--- config.mk ---
export PLATFORM = sky130hd
export DESIGN_NAME = lvds_sdr_word_rx
export DESIGN_NICKNAME = d
export VERILOG_FILES = /design/src/rtl/lvds_sdr_word_rx.sv
export SDC_FILE = /design/constraint.sdc
export NUM_CORES = 1
export LEC_CHECK = 0
export ABC_AREA = 0
export CAP_MARGIN = 10
export CORE_UTILIZATION = 60
export CTS_BUF_LIST = sky130_fd_sc_hd__clkbuf_4
export DETAILED_ROUTE_END_ITERATION = 10
export HOLD_SLACK_MARGIN = 0.02
export PLACE_DENSITY = 0.83
export SETUP_SLACK_MARGIN = 0.1
export SYNTH_ARGS = -nofsm -noshare
export SYNTH_HDL_FRONTEND = slang
export SYNTH_SLANG_ARGS = --single-unit
--- constraint.sdc ---
create_clock -name clk_lvds_sdr -period 5.5 [get_ports clk_lvds_sdr]
set_clock_uncertainty 0.15 [all_clocks]
set_input_delay 0.825 -clock clk_lvds_sdr [delete_from_list [all_inputs] [get_ports clk_lvds_sdr]]
set_output_delay 0.825 -clock clk_lvds_sdr [all_outputs]
set_load 0.01 [all_outputs]
--- src/rtl/lvds_sdr_word_rx.sv ---
// Per-lane SDR LVDS word receiver: deserialises the lane, bit-slips against the
// training pattern to find the word boundary, then emits aligned pixel words.
module lvds_sdr_word_rx #(
  parameter int unsigned       WORD_W        = 10,
  parameter logic [WORD_W-1:0] TRAIN_PATTERN = WORD_W'(10'h3A6),
  parameter int unsigned       LOCK_COUNT    = 16,
  parameter int unsigned       LOSS_COUNT    = 4
) (
  input  logic              clk_lvds_sdr,
  input  logic              rst_n,
  input  logic              ce,
  input  logic              sdr_din,
  input  logic              train_en,
  input  logic              realign,
  output logic [WORD_W-1:0] dout,
  output logic              dout_valid,
  output logic              locked,
  output logic [3:0]        slip_cnt,
  output logic              align_err
);

  localparam int unsigned CNT_W  = $clog2(WORD_W);
  localparam int unsigned MCNT_W = 8;
  localparam int unsigned ECNT_W = 4;

  typedef enum logic [1:0] {
    ST_SEARCH  = 2'd0,
    ST_CONFIRM = 2'd1,
    ST_LOCKED  = 2'd2
  } state_t;

  state_t              r_state;
  logic [WORD_W-2:0]   r_sr;
  logic [CNT_W-1:0]    r_bit_cnt;
  logic [MCNT_W-1:0]   r_match_cnt;
  logic [ECNT_W-1:0]   r_err_cnt;
  logic                r_slip_pend;

  logic [WORD_W-1:0]   w_word;
  logic                w_boundary;
  logic                w_match;
  logic [3:0]          w_slip_next;

  assign w_word      = {r_sr, sdr_din};
  assign w_boundary  = (r_bit_cnt == CNT_W'(WORD_W - 1));
  assign w_match     = (w_word == TRAIN_PATTERN);
  assign w_slip_next = (slip_cnt == 4'(WORD_W - 1)) ? 4'd0 : slip_cnt + 4'd1;

  // A slip is deferred to the cycle after the compare, where bit_cnt is held once.
  always_ff @(posedge clk_lvds_sdr or negedge rst_n) begin
    if (!rst_n) begin
      r_state     <= ST_SEARCH;
      r_sr        <= '0;
      r_bit_cnt   <= '0;
      r_match_cnt <= '0;
      r_err_cnt   <= '0;
      r_slip_pend <= 1'b0;
      dout        <= '0;
      dout_valid  <= 1'b0;
      locked      <= 1'b0;
      slip_cnt    <= '0;
      align_err   <= 1'b0;
    end else if (!ce) begin
      dout_valid <= 1'b0;
      align_err  <= 1'b0;
    end else begin
      r_sr       <= w_word[WORD_W-2:0];
      dout_valid <= 1'b0;
      align_err  <= 1'b0;
      if (realign) begin
        r_state     <= ST_SEARCH;
        r_bit_cnt   <= '0;
        r_match_cnt <= '0;
        r_err_cnt   <= '0;
        r_slip_pend <= 1'b0;
        locked      <= 1'b0;
        slip_cnt    <= '0;
      end else begin
        if (r_slip_pend) begin
          r_slip_pend <= 1'b0;
          slip_cnt    <= w_slip_next;
        end else if (w_boundary) begin
          r_bit_cnt <= '0;
        end else begin
          r_bit_cnt <= r_bit_cnt + CNT_W'(1);
        end

        if (w_boundary) begin
          case (r_state)
            ST_SEARCH: begin
              if (train_en) begin
                if (w_match) begin
                  r_state     <= ST_CONFIRM;
                  r_match_cnt <= MCNT_W'(1);
                end else begin
                  r_slip_pend <= 1'b1;
                end
              end
            end
            ST_CONFIRM: begin
              if (train_en) begin
                if (!w_match) begin
                  r_state     <= ST_SEARCH;
                  r_match_cnt <= '0;
                  r_slip_pend <= 1'b1;
                end else if (r_match_cnt == MCNT_W'(LOCK_COUNT - 1)) begin
                  r_state     <= ST_LOCKED;
                  r_match_cnt <= '0;
                  r_err_cnt   <= '0;
                  locked      <= 1'b1;
                end else begin
                  r_match_cnt <= r_match_cnt + MCNT_W'(1);
                end
              end
            end
            ST_LOCKED: begin
              dout       <= w_word;
              dout_valid <= 1'b1;
              if (train_en) begin
                if (w_match) begin
                  r_err_cnt <= '0;
                end else begin
                  align_err <= 1'b1;
                  if (r_err_cnt == ECNT_W'(LOSS_COUNT - 1)) begin
                    r_state     <= ST_SEARCH;
                    r_err_cnt   <= '0;
                    r_match_cnt <= '0;
                    locked      <= 1'b0;
                  end else begin
                    r_err_cnt <= r_err_cnt + ECNT_W'(1);
                  end
                end
              end
            end
            default: r_state <= ST_SEARCH;
          endcase
        end
      end
    end
  end

endmodule

### Word-level counts from Yosys, hierarchy flattened

Index checks and enable logic that the tools add are counted.

* register bits after elaboration: 45
* memories: 0
* RAM bits: 0
* output and inout port bits: 17
* bits of input ports: 6
* logic and storage cells: 105
* bits in latches: 0
* memory bits (read-only): 0

* multipliers: 0
* divide/modulo/power cells: 0
* mux-type cells: 59
* reductions and logical operators: 13
* magnitude comparators: 0
* shifts and indexed selects: 0
* bitwise logic cells: 1
* equal/unequal tests: 17
* add/sub/neg operators: 4

Operators by type and width (number)
* 2-to-1 mux 8 bit: 10
* 2-to-1 mux 4 bit: 14
* AND reduction 9 bit: 3
* != test 3 bit (second input constant): 8
* case mux 8 bit (3 select lines): 1
* 2-to-1 mux 1 bit: 21
* 2-to-1 mux 2 bit: 10
* adder 4 x 1 -> 4 bit (second input constant): 3
* == test 10 bit (second input constant): 1
* adder 8 x 1 -> 8 bit (second input constant): 1
* == test 4 bit (second input constant): 2
* == test 8 x 4 -> 1 bit (second input constant): 1
* case mux 4 bit (2 select lines): 1
* AND reduction 7 bit: 1
* case mux 2 bit (3 select lines): 1
* == test 4 x 2 -> 1 bit (second input constant): 1
* != test 4 bit (second input constant): 1
* AND reduction 2 bit: 2
* AND reduction 4 bit: 1
* nonzero test 2 bit: 2
* nonzero test 4 bit: 1
* nonzero test 3 bit: 1
* == test 2 x 1 -> 1 bit (second input constant): 1
* == test 2 bit (second input constant): 1
* other kinds (5): 5

### Longest topological paths before layout

* depth in word-level cells: 7
* gate-level depth with buffers: 8
* depth with buffers taken out: 7

### Worst setup path before layout

Ideal clock, no wire load.

* kind: input to register
* start point: in realign
* end point: reg r_match_cnt[5]
* stages: 7
* required time: 5.270 ns
* setup time: 0.080 ns
* buffers on the path: 2
* path slack: 3.042 ns
* arrival: 2.228 ns
* path through: clkbuf_8 nand3b_1 or4_4 buf_6 nand2b_4 or3_1 o22ai_2

* cells in the longest elaborated chain, start to end: 2
* elaborated cells on any way between the ends: 10
* those cells by class: 6 x eq/ne; 1 x mux; 3 x reduce/logical

RTL lines
* from (decl): line 14 `input logic realign,`
* != test 3 bit (no source line) (tied with other cells)
* AND reduction 9 bit (no source line)
* to (signal assigned): line 112 `r_match_cnt <= r_match_cnt + MCNT_W'(1);`
* to (decl): line 35 `logic [MCNT_W-1:0] r_match_cnt;`

Several ways; a longest one is shown, not always the timed one.
A chain may end at the register's enable or synchronous reset.

### Final worst setup path

* start point: in ce
* end point: reg r_err_cnt[3]

* cells in the longest elaborated chain, start to end: 1

RTL lines
* from (decl): line 11 `input logic ce,`
* AND reduction 7 bit (no source line)
* to (signal assigned): line 130 `r_err_cnt <= r_err_cnt + ECNT_W'(1);`
* to (decl): line 36 `logic [ECNT_W-1:0] r_err_cnt;`

No other way between the ends.

==> results.yml <==
floorplanning:
  initial_utilization: 0.637
  core-area_sq_um: 3720
  fp.dieW_microns: 64.8
  die_area_sq_um: 4200
  num_io_pins: 23
  die_h_microns: 64.8
  rows: 22
timing:
  worst-slew-pin-transition_ns: 0.959
  slew_headroom: 0.361
  holdWs_ns: 0.378
  fin_ws_ns: 2.17
  post-route-min-period_ns: 3.33
  finalSetupTns_ns: 0
  finalSetupViolCount: 0
  fmax_mhz: 300
  finalHoldViolCount: 0
  maxSlewViolCount: 0
  rsz0062_at_grt: "false"
  fin_crit_sh: 0.606
clocking:
  post-cts-setup-buffers: 0
  cts_tree: "yes"
  cts-buffers-inserted: 5
  ctsResizeCount: 0
  clkTransAtPathRegs_ns: 0.12
  ctsHoldBuffers: 0
  clock_path_buffers: 2
  cts-root-buf: "clkbuf_4"
  cts.sinks: 45
  clk-insertion-delay-late_ns: 0.37
  htree_levels: 2
pwr:
  power.density_nw_per_um2: 263
  p_total_mw: 0.696
  clkPwrFrac: 0.234
  p_sw_frac: 0.312
  vdd_ir_drop_max_v: 0.000182
  p_seq_frac: 0.573
  p_leak_nw: 1.15
  p_sw_mw: 0.217
  combPwrFrac: 0.193
  internal-power_mw: 0.479
cells_and_area:
  drive_gt1_frac: 0.144
  fin_nets: 257
  diodes: 0
  num-fill-cells: 295
  area_growth_pct: 11.8
setup_path:
  reg2reg_from: "r_sr[5]"
  cp-start-kind: "input pin"
  cp.arrival_ns: 3.49
  path_cells: "clkdlybuf4s50_1 > nand4b_1 > nor2_1 > nand3_1 > nor4_1 > o22a_1"
  worstSetupEndpointType: "flip-flop"
  critPathLaunch: "ce"
  cp_slowest_cell: "clkdlybuf4s50_1"
  cp.required_ns: 5.66
  max_stage_delay_ns: 0.87
  path_max_fanout: 17
  critical_path_class: "in -> reg"
place:
  dpl_worst_slack_ns: 1.78
  port_buffers: 22
  dp_hpwl_microns: 3070
  gp_congestion: 0.845
synth:
  yosysSeqAreaShare: 0.476
  synth_top_family_by_area: "simple AND/OR/NAND/NOR gates"
  synth_compound_area_frac: 0.144
  ys_types: 52
  ys_warn_count: 0
  syn_area_sq_um: 2370
  synth.avg_cell_area_sq_um: 10.7
  synth_edf_count: 0
  syn_inst: 222
  synth_ff_type: "dfrtp_1"
  synth-seq-cells: 45
  synth-simple-area-share: 0.184
  synthAdderAreaFrac: 0.0476
  muxShareOfSynthArea: 0.0994
  synth_fp_nets: 237
  synth_xor_area_frac: 0.00370
  postSynth.asyncResetShare: 1.00
global_route:
  grt_pass1_wl_microns: 7710
  antenna_found_initial: 0
  grt_usage: 0.243
  first_global_vias: 1712
  grt_max_degree: 46
  grt_overflow: 0
route:
  drtIter0Drc: 144
  wl_per_cell_microns: 15.0
  firstDrtPassIters: 4
  vias_per_cell: 5.96
  totalWireLength_microns: 4350
  drc: 0
  route.vias.total: 1734
  ant_nets: 0
run_status:
  outcome: "complete, no violations"
hold_path:
  worstHoldStart: "dout[6]"
  hold_path.class: "reg -> reg"
flow_run:
  cap_violations: 0
==> power groups by stage <==
| stage | sequential, mW | combinational (mW) | clock [mW] |
|---|---|---|---|
| CTS | 0.398 | 0.135 | 0.168 |
| floorplan | 0.395 | 0.102 | 0 |
| global route | 0.405 | 0.152 | 0.181 |
| finish | 0.399 | 0.134 | 0.163 |
| global placement | 0.402 | 0.130 | 0 |
| detailed placement | 0.404 | 0.135 | 0 |
==> layout by cell type, fill, tap and decap left out, drive strengths merged, types with 4 or more instances in the layout <==
cell / instances
nand2b: 4
nor3: 5
dfrtp: 45
o41ai: 4
clkbuf: 6
clkdlybuf4s50: 21
nor4: 6
nand2: 16
o31ai: 7
nor3b: 4
o21ai: 16
inv: 14
nand3: 7
nor2: 10
mux2: 20
ha: 9
==> path summary, 6_finish.rpt <==
kind	to	slack (ns)	cells after the start
setup / recovery	r_err_cnt[3]	2.17	6
hold / removal	dout[6]	0.38	1
hold reg to reg	dout[6]	0.38	1
max in group asynchronous	r_err_cnt[1]	4.17	1
min in group asynchronous	r_match_cnt[3]	0.44	1
setup reg to reg	r_match_cnt[7]	2.67	5
==> flip-flops by register name, summed over array words and instances, names as in the netlist <==
name	count
r_match_cnt	8
dout	10
r_err_cnt	4
dout_valid	1
r_bit_cnt	4
r_state	2
r_slip_pend	1
locked	1
slip_cnt	4
r_sr	9
align_err	1
==> through the flow <==
stage	std cells	util	cell area, sq um
final	291	0.712	2650
after CTS	291	0.712	2650
after detailed placement	283	0.696	2590
after global routing	291	0.712	2650
after floorplan	222	-	2370
after global placement	283	0.696	2590
==> layer usage <==
layer	share of wire	vias up	global-route usage
met4	0.022	0	0.133
met1	0.49	831	0.314
met2	0.45	36	0.368
met3	0.033	8	0.0651
met5	0	-	0
li1	-	859	-
==> cells by family after synthesis <==
| kind of cell | count (synthesis) |
|---|---|
| fa+ha+maj | 9 |
| flops | 45 |
| xor+xnor | 1 |
| simple gates | 74 |
| compound gates | 49 |
| buf+inv | 23 |
| mux | 21 |
==> synthesized netlist by cell type, types with 4 or more instances <==
cell | instances | share of area
o31ai_1 | 7 | 0.022
nand3_1 | 7 | 0.015
dfrtp_1 | 45 | 0.48
inv_1 | 14 | 0.022
nand2_1 | 16 | 0.025
nor3b_1 | 4 | 0.013
o41ai_1 | 4 | 0.015
mux2_2 | 20 | 0.095
o21ai_0 | 15 | 0.032
nor2_1 | 10 | 0.016
ha_1 | 9 | 0.048
nor3_1 | 5 | 0.011
clkbuf_1 | 4 | 0.0063
nor4_1 | 6 | 0.016
==> critical path: cells and delay by family <==
kind                   cells  cell delay [ns]
and+or+nand+nor            4             1.61
buffers and inverters      1             0.87
AOI/OAI and AO/OA          1             0.17
==> layout make-up <==
cell class	count	area, sq um	area share
clock inverters	2	15.0	0.00567
flip-flops and latches	45	1130	0.426
inverters	14	52.6	0.0199
well taps	48	60.1	0.0227
clock buffers	6	45.0	0.0170
repair buffers	22	215	0.0813
multi-input cells	154	1130	0.428
Power figures use the tool's default switching activity.
